File: config.mk
export PLATFORM = sky130hd
export DESIGN_NAME = mips_div
export DESIGN_NICKNAME = d
export VERILOG_FILES = /design/src/rtl/mips_div_pkg.sv /design/src/rtl/div_negate.sv /design/src/rtl/mips_div.sv
export SDC_FILE = /design/constraint.sdc
export NUM_CORES = 1
export LEC_CHECK = 0
export ABC_CLOCK_PERIOD_IN_PS = 7700
export BUFFER_PORTS_ARGS = -buffer_cell sky130_fd_sc_hd__buf_2
export CAP_MARGIN = 0
export CORE_ASPECT_RATIO = 0.9
export CORE_MARGIN = 2
export CORE_UTILIZATION = 30
export DETAILED_ROUTE_END_ITERATION = 10
export PLACE_DENSITY = 0.49
export SYNTH_ARGS = -nofsm -noshare
export SYNTH_HDL_FRONTEND = slang
export SYNTH_SLANG_ARGS = --single-unit
File: constraint.sdc
create_clock -name clk -period 7.7 [get_ports clk]
set_input_delay 1.54 -clock clk [delete_from_list [all_inputs] [get_ports clk]]
set_output_delay 1.54 -clock clk [all_outputs]
set_load 0.02 [all_outputs]
File: src/rtl/mips_div_pkg.sv
// Shared constants, state codes and result payload for the mips_div divider.
package mips_div_pkg;

   localparam int unsigned DATA_W = 32;
   localparam int unsigned RES_W  = 64;
   localparam int unsigned CNT_W  = 5;

   localparam logic [CNT_W-1:0]  CNT_LAST  = CNT_W'(31);
   localparam logic [DATA_W-1:0] ZERO_WORD = DATA_W'(0);

   // start_i levels
   localparam logic DIV_START = 1'b1;
   localparam logic DIV_STOP  = 1'b0;

   // ready_o levels
   localparam logic DIV_RESULT_READY     = 1'b1;
   localparam logic DIV_RESULT_NOT_READY = 1'b0;

   // Divider FSM state codes
   typedef enum logic [1:0] {
      DIV_FREE    = 2'b00,
      DIV_BY_ZERO = 2'b01,
      DIV_ON      = 2'b10,
      DIV_END     = 2'b11
   } div_state_e;

   // {remainder, quotient} as forwarded toward HI/LO
   typedef struct packed {
      logic [DATA_W-1:0] rem;
      logic [DATA_W-1:0] quo;
   } div_result_t;

endpackage : mips_div_pkg

File: src/rtl/div_negate.sv
// Conditional two's-complement negation of a 32-bit word.
module div_negate
   import mips_div_pkg::*;
(
   input  logic              en,
   input  logic [DATA_W-1:0] val,
   output logic [DATA_W-1:0] val_c
);

   // Negate when enabled, pass through otherwise
   assign val_c = en ? DATA_W'(~val + 1'b1) : val;

endmodule : div_negate

File: src/rtl/mips_div.sv
// Multi-cycle radix-2 restoring divider for DIV/DIVU, {remainder, quotient} result.
// Optional feature: define MIPS_DIV_EARLY_OUT_EN to skip the iteration when |op1| < |op2|.
module mips_div
   import mips_div_pkg::*;
(
   input  logic              clk,
   input  logic              rst,
   input  logic              signed_div_i,
   input  logic [DATA_W-1:0] opdata1_i,
   input  logic [DATA_W-1:0] opdata2_i,
   input  logic              start_i,
   input  logic              annul_i,
   output logic [RES_W-1:0]  result_o,
   output logic              ready_o
);

   div_state_e        state, state_nxt;
   logic [CNT_W-1:0]  cnt;
   logic [DATA_W-1:0] dvd;      // dividend shifting out, quotient shifting in
   logic [DATA_W-1:0] rem;
   logic [DATA_W-1:0] dvs;
   logic              neg_q;
   logic              neg_r;
   div_result_t       res;

   logic [DATA_W-1:0] op1_abs, op2_abs;
   logic [DATA_W:0]   trial, diff;
   logic              qbit;
   logic [DATA_W-1:0] rem_step, quo_step;
   logic [DATA_W-1:0] q_fix, r_fix;
   logic              early_c;
   logic              go_c;

   // Operand magnitudes for signed division
   div_negate u_neg_op1 (.en(signed_div_i & opdata1_i[DATA_W-1]), .val(opdata1_i), .val_c(op1_abs));
   div_negate u_neg_op2 (.en(signed_div_i & opdata2_i[DATA_W-1]), .val(opdata2_i), .val_c(op2_abs));

   // One restoring step: shift in next dividend bit, trial-subtract divisor
   always_comb begin
      trial    = {rem, dvd[DATA_W-1]};
      diff     = trial - {1'b0, dvs};
      qbit     = ~diff[DATA_W];
      rem_step = qbit ? diff[DATA_W-1:0] : trial[DATA_W-1:0];
      quo_step = {dvd[DATA_W-2:0], qbit};
   end

   // Sign fix-up of the final step's quotient and remainder
   div_negate u_neg_quo (.en(neg_q), .val(quo_step), .val_c(q_fix));
   div_negate u_neg_rem (.en(neg_r), .val(rem_step), .val_c(r_fix));

`ifdef MIPS_DIV_EARLY_OUT_EN
   // Dividend smaller than divisor: quotient 0, remainder is the dividend
   assign early_c = (opdata2_i != ZERO_WORD) && (op1_abs < op2_abs);
`else
   assign early_c = 1'b0;
`endif

   assign go_c = (start_i == DIV_START) && !annul_i;

   // State register
   always_ff @(posedge clk or posedge rst) begin
      if (rst) state <= DIV_FREE;
      else     state <= state_nxt;
   end

   // Next-state logic; annul aborts any non-idle state
   always_comb begin
      state_nxt = state;
      unique case (state)
         DIV_FREE: begin
            if (go_c) begin
               if (opdata2_i == ZERO_WORD) state_nxt = DIV_BY_ZERO;
               else if (early_c)           state_nxt = DIV_END;
               else                        state_nxt = DIV_ON;
            end
         end
         DIV_BY_ZERO: state_nxt = annul_i ? DIV_FREE : DIV_END;
         DIV_ON: begin
            if (annul_i)              state_nxt = DIV_FREE;
            else if (cnt == CNT_LAST) state_nxt = DIV_END;
         end
         DIV_END: begin
            if (annul_i || start_i == DIV_STOP) state_nxt = DIV_FREE;
         end
      endcase
   end

   // Datapath: operand capture, iteration and final result latch
   always_ff @(posedge clk or posedge rst) begin
      if (rst) begin
         cnt   <= '0;
         dvd   <= '0;
         rem   <= '0;
         dvs   <= '0;
         neg_q <= 1'b0;
         neg_r <= 1'b0;
         res   <= '0;
      end else begin
         unique case (state)
            DIV_FREE: begin
               if (go_c && opdata2_i != ZERO_WORD) begin
                  dvd   <= op1_abs;
                  dvs   <= op2_abs;
                  rem   <= '0;
                  cnt   <= '0;
                  neg_q <= signed_div_i & (opdata1_i[DATA_W-1] ^ opdata2_i[DATA_W-1]);
                  neg_r <= signed_div_i & opdata1_i[DATA_W-1];
                  res   <= early_c ? '{rem: opdata1_i, quo: ZERO_WORD} : '0;
               end
            end
            DIV_BY_ZERO: res <= '0;
            DIV_ON: begin
               if (!annul_i) begin
                  rem <= rem_step;
                  dvd <= quo_step;
                  cnt <= cnt + CNT_W'(1);
                  if (cnt == CNT_LAST) res <= '{rem: r_fix, quo: q_fix};
               end
            end
            DIV_END: ;
         endcase
      end
   end

   // Registered outputs: valid only while the result is presented
   always_ff @(posedge clk or posedge rst) begin
      if (rst) begin
         result_o <= '0;
         ready_o  <= DIV_RESULT_NOT_READY;
      end else if (!annul_i && state == DIV_BY_ZERO) begin
         result_o <= '0;
         ready_o  <= start_i;
      end else if (!annul_i && state == DIV_END && start_i == DIV_START) begin
         result_o <= res;
         ready_o  <= DIV_RESULT_READY;
      end else begin
         result_o <= '0;
         ready_o  <= DIV_RESULT_NOT_READY;
      end
   end

endmodule : mips_div

Yosys cells after proc, flatten, opt, wreduce, memory -nomap -nowiden. Cells that the tools add are included.

Logic and storage cells: 82. Output and inout port bits: 65. Bits in registers: 234. Bits of input ports: 69.

Bitwise gates (word level): 10. Muxes and demuxes: 29. Reduce and logical (&&, ||, !) cells: 16. Eq/ne operators: 10. Add/subtract/negate cells: 6.

Operators with widths (count): two-way mux 64 bit (5); two-way mux 32 bit (9); case mux 64 bit (3 select lines) (1); adder 32 x 1 -> 32 bit (second input constant) (4); inverter 32 bit (4); case mux 32 bit (2 select lines) (2); subtractor 33 x 32 -> 33 bit (1); logical NOT 32 bit (1); nonzero test 32 bit (1); two-way mux 2 bit (6); two-way mux 5 bit (2); inequality test 2 bit (second input constant) (5); case mux 5 bit (2 select lines) (1); case mux 2 bit (4 select lines) (1); AND reduction 3 bit (2); adder 5 x 1 -> 5 bit (second input constant) (1); == test 5 bit (second input constant) (1); logical AND 1 bit (5); == test 2 bit (second input constant) (2); AND reduction 4 bit (1); AND 1 bit (3); inequality test 3 bit (second input constant) (1); nonzero test 3 bit (1); == test 2 x 1 -> 1 bit (second input constant) (1); other kinds (8) (10).

Longest topological paths before layout.
Depth in word-level cells: 8. Depth in mapped cells: 24. Depth with buffers taken out: 20.

Hierarchy. A second synthesis with hierarchy kept.

Cell total of the unflattened synthesis: 1565. Area, all modules: 14576.5 um^2.

Modules (own cells, without submodules): mips_div (times used 1, cells each 1169, seq. area each 5855.6 um^2, area an instance 11468.5 um^2); div_negate (times used 4, cells each 99, seq. area each 0.0 um^2, area an instance 777.0 um^2).

Worst setup path after synthesis. No wires, ideal clock.

Kind: register to register. Start point: register dvd[31]. End point: register res[52] in the netlist's numbering. Path buffers: 4. Arrival time: 4.810 ns. Required time: 7.608 ns. Setup slack: 2.798 ns. Library setup time: 0.092 ns. Clock period less this slack: 4.902 ns. Stages on the path, launching flop included: 24. Cell sequence: dfrtp_1 -> inv_1 -> ha_1 -> inv_1 -> fa_1 -> a211oi_1 -> o211ai_1 -> nand4_1 -> a21boi_1 -> o31a_1 -> buf_2 -> nor2_4 -> inv_1 -> buf_2 -> buf_2 -> buf_2 -> a21oi_1 -> ha_1 -> nand2_1 -> nor4_1 -> a2bb2o_2 -> o41ai_4 -> xnor2_1 -> o31ai_2.

Word-level cells in the longest chain between the ends: 8.

RTL lines: from (decl) (line mips_div.sv:19) `logic [DATA_W-1:0] dvd;`; from (signal assigned) (line mips_div.sv:102) `dvd <= op1_abs;`; from (signal assigned) (line mips_div.sv:115) `dvd <= quo_step;`; subtractor 33 x 32 -> 33 bit (line mips_div.sv:41) `diff = trial - {1'b0, dvs};`; two-way mux 32 bit (*) (line mips_div.sv:43) `rem_step = qbit ? diff[DATA_W-1:0] : trial[DATA_W-1:0];`; inverter 32 bit (line div_negate.sv:11) `assign val_c = en ? DATA_W'(~val + 1'b1) : val;`; adder 32 x 1 -> 32 bit (line div_negate.sv:11); two-way mux 32 bit (*) (line div_negate.sv:11); two-way mux 64 bit (*) (line mips_div.sv:117) `if (cnt == CNT_LAST) res <= '{rem: r_fix, quo: q_fix};`; two-way mux 64 bit (*) (line mips_div.sv:113) `if (!annul_i) begin`; case mux 64 bit (3 select lines) (*) (line mips_div.sv:99) `unique case (state)`; to (signal assigned) (line mips_div.sv:108) `res <= early_c ? '{rem: opdata1_i, quo: ZERO_WORD} : '0;`; to (signal assigned) (line mips_div.sv:117); to (decl) (line mips_div.sv:24) `div_result_t res;`.

Mark *: on every way between the ends. The rest lies on a longest branch, timed or not. The select of a mux whose other input is x is not followed. A chain may end at the register's enable or synchronous reset.

Worst setup path in the final report. Same ends and word-level chain as after synthesis.

==> results.txt <==
- The flow ran to the end, and the final reports show no timing, DRC or antenna violations.
* CTS Buffer Depth: 3
* Hold Violations, Final: 0
- In the routed layout, each cell is associated on average with a via count of 5.122.
- Clock skew on the completed layout was measured at 22.03 ps.
* Row count: 76
- Yosys mapped a number of flops with a built-in enable equal to 0.
- Number of register bits inferred by synthesis: 234
- In this run the tightest slew margin relative to its limit is 33.91%.
- Counting instances in the post-synthesis netlist gives the leading cell types as 234 x dfrtp_1, 224 x nand2_1, 167 x o21ai_0.
- The worst-case IR drop observed on VDD is 0.1941 mV.
* Net count reported at finish: 1,868
* Area growth from synthesis to layout: 15.39%
- Of the cells placed in the final design, the portion with a size suffix greater than 1 is 13.18%.
* Internal reg-to-reg setup slack: 1920 ps
- STA classifies the critical path startpoint as a flop.
- Port buffering added 133 buffers.
* Starting density of the core: 30.28%
- Measured along the y axis, the die boundary spans 212.2 um.
- Endpoint of the worst-slack reg-to-reg timing path: res[52]
- Area leader, netlist: dfrtp_1
- Post-route setup TNS: 0 ps
- Fraction of synthesis flops using an asynchronous set or reset pin: 100.0%
* Worst hold path depth: 2
- The first global-routing pass estimated 68,880 um of wire.
* Number of cells upsized or downsized after cts: 0
- Chain of cells forming the critical path: inv_1, ha_1, inv_1, fa_1, a211oi_1, o211ai_1, and4_1, o21ai_0, and3_1, nor2_4, inv_1, buf_4, nor2_1, a21oi_1, ha_1, nand2_1, nor4_1, a2bb2o_2, o41ai_4, xnor2_1, o31ai_2
- The number of hold buffers added after CTS was 0.
* Warning count from the yosys run: 0
* Area of the core region: 0.04774 mm2
- Of the synthesized area, sequential elements account for 40.52%.
- Critical path buffers and inverters: 4
- In this run the count of I/O pins placed on the die edge is 134.
* Kind of critical path: flop to flop
* Endpoint kind of the worst setup timing path: flop
* Number of global-route vias before repair: 11,820
- Largest net degree at the start of global routing: 132
- In the post-synthesis netlist, the cell with the most instances is dfrtp_1.
- Setup repair after global routing left no endpoint under its margin.
- In this run the cell area of the synthesized design comes to 0.01445 mm2.
- Grouping stages by cell kind, the critical path spends the most delay in compound AO/OA/AOI/OAI gates.
- In the routed design, unresolved DRC markers number 0.
- Synthesized netlist net count: 1,778
- Routed wirelength normalized by instance count: 17.97 um
- Once layout is complete, the utilization of the core stands at 34.94%.
- Hold worst-path end: res[47]
- Routed via count: 12,290
- Maximum single-stage delay on the critical path: 720 ps
- Once detailed placement completed, the half-perimeter wirelength came to 32,640 um.
* P_leak: 7.531 nW
* Total of endpoints with negative setup slack in the final report: 0
- Worst reg-to-reg path cell count: 21
- The root buffer cell chosen for the clock tree is clkbuf_16.
- Sorting the synthesized cells by area gives the leading types as dfrtp_1 41%, nand2_1 5.8%, o21ai_0 5.8%.
* Largest driver fanout on the critical path: 39
- Final Slew Violations: 0
- Once detail routing completed, the nets flagged for antenna violations numbered 0.
- Final wirelength: 43,130 um
- The slowest stage of the critical path is the and3_1 cell.
- The cell that appears most often on the critical path is inv_1.
* Syn Inst Count: 1,666
* Final weighted congestion in routability-driven placement: 0.8657
- Max Clock Freq: 173.1 MHz
- The worst register-to-register path begins at dvd[31].
* Post-synth top flop: dfrtp_1
- Unique cell type count in the Yosys netlist: 87
- The top cell type by area accounts for 40.52% of the synthesized area.
* Path class of the lowest-slack min-delay path: flop to flop
- The initial antenna violation count was 0.
- Buffers inserted during clock tree synthesis total 28.
* GRT Util Overall: 17.17%
- Horiz. Die Dim: 235.4 um
- H-tree lvl count: 1
- STA puts the critical path data required time at 8170 ps.
- After synthesis, the mean cell area works out to 8.675 um2.
- Minimum period implied by the final worst setup slack: 5776 ps
- Detailed router's first-iteration violation count: 843
- Clock latency on the worst-skew pair, taken at its later pin, is 560 ps.
* Final clock period utilization by the worst path: 75.01%
* Clock slew at the register clock pins of the worst setup and hold paths: 60 ps
- TritonCTS built the clock tree.
- Die Area: 0.04995 mm2
- For the pin with the worst max-slew slack, the measured transition is 987.7 ps.
- Hold path startpoint: res[47]
* CTS sink count: 234
- The total overflow left after global routing is 0.
- Across the run, the number of max-cap violations was 0.
* Detailed Routing Iterations Pass 1: 5
- Power spread over the standard cell area amounts to 357.0 mW/mm2.
- Data on the critical path arrives at its endpoint at 6240 ps.
- The number of setup buffers added after CTS is 0.
report_power, final:
part | total, W | internal (W) | switching [W]
logic | 0.00271 | 0.000899 | 0.00181
clock network | 0.00137 | 0.000842 | 0.000530
registers | 0.00187 | 0.00157 | 0.000298
total | 0.00595 | 0.00331 | 0.00264
layer usage:
metal | share of wire [%] | global-route usage (%) | vias up
li1 | - | - | 6102
met2 | 40 | 24.22 | 286
met5 | 0 | 0 | -
met3 | 5.1 | 2.012 | 48
met4 | 1.9 | 4.019 | 0
met1 | 53 | 27.39 | 5857
layout by cell type (no fill, tap or decap), drive strengths merged, types with 4 or more instances in the layout:
cell,count
a21o,15
and2,79
nor2,118
a31o,5
nand2,224
nand4,15
nand3b,4
or2,4
a21boi,8
xnor2,50
and4,9
o211ai,6
clkbuf,38
or4,16
buf,148
a41oi,4
or3,15
a22o,8
o2111a,6
a31oi,13
nor3b,4
ha,42
dfrtp,234
o21ai,174
and3,11
a211oi,6
nand2b,9
o21a,8
nor2b,8
o31ai,55
nand3,25
nor3,29
inv,56
a21oi,116
xor2,79
o41ai,16
nor4,24
o31a,6
mux2i,34
clkinv,6
cell type report:
cell class                 instances  area, um2
sequential                       234       5856
antenna                            1      2.502
fill                            5015      31060
inverter                          57      217.7
tap                              624      780.7
timing repair buffer             148      790.8
multi-input combinational       1287       8064
clock buffer                      38      819.5
clock inverter                    11      146.4
worst max path at each step:
stage | from | slack (ps) | cells past startpoint | endpoint
final | dvd[31] | 1920 | 21 | res[52]
after global routing | rem[8] | 1540 | 18 | res[52]
after CTS | dvd[31] | 1950 | 21 | res[52]
after detailed placement | opdata2_i[12] | 1910 | 9 | dvd[27]
after global placement | opdata2_i[12] | 2000 | 9 | dvd[27]
after floorplan | dvd[31] | 2800 | 23 | res[52]
cells by family after synthesis:
kind of cell	Yosys count	synth area share, %
buffers and inverters	145	3.878
adder cells (fa/ha/maj)	43	3.775
AO/OA/AOI/OAI	475	20.79
XOR/XNOR	129	7.817
flip-flops	234	40.52
AND/OR/NAND/NOR	604	20.71
multiplexers	36	2.511
stage by stage:
| stage | cells | hold WS (ps) | total power, W | setup WS, ps | area [um2] |
|---|---|---|---|---|---|
| 2_1_floorplan | 1666 | 430.4 | 0.003797 | 2798 | 14460 |
| 3_3_place_gp | 2350 | 451.9 | 0.004560 | 1996 | 15710 |
| 3_5_place_dp | 2350 | 461.7 | 0.004596 | 1909 | 15710 |
| 4_1_cts | 2399 | 474.8 | 0.005991 | 1947 | 16670 |
| 5_1_grt | 2399 | 493.4 | 0.006427 | 1535 | 16670 |
| 6_report | 2400 | 471.5 | 0.005954 | 1924 | 16680 |
tightest hold or removal path: stages (launching register included):
cell	delay (ps)
dfrtp_1	340
nand2_1	50
o31ai_1	50
flip-flops by register name, summed over array words and instances, names as in the netlist:
register / flops
rem: 32
result_o: 64
neg_q: 1
neg_r: 1
ready_o: 1
res: 64
dvs: 32
dvd: 32
state: 2
cnt: 5
No activity file was read; power rests on OpenSTA's default activity.
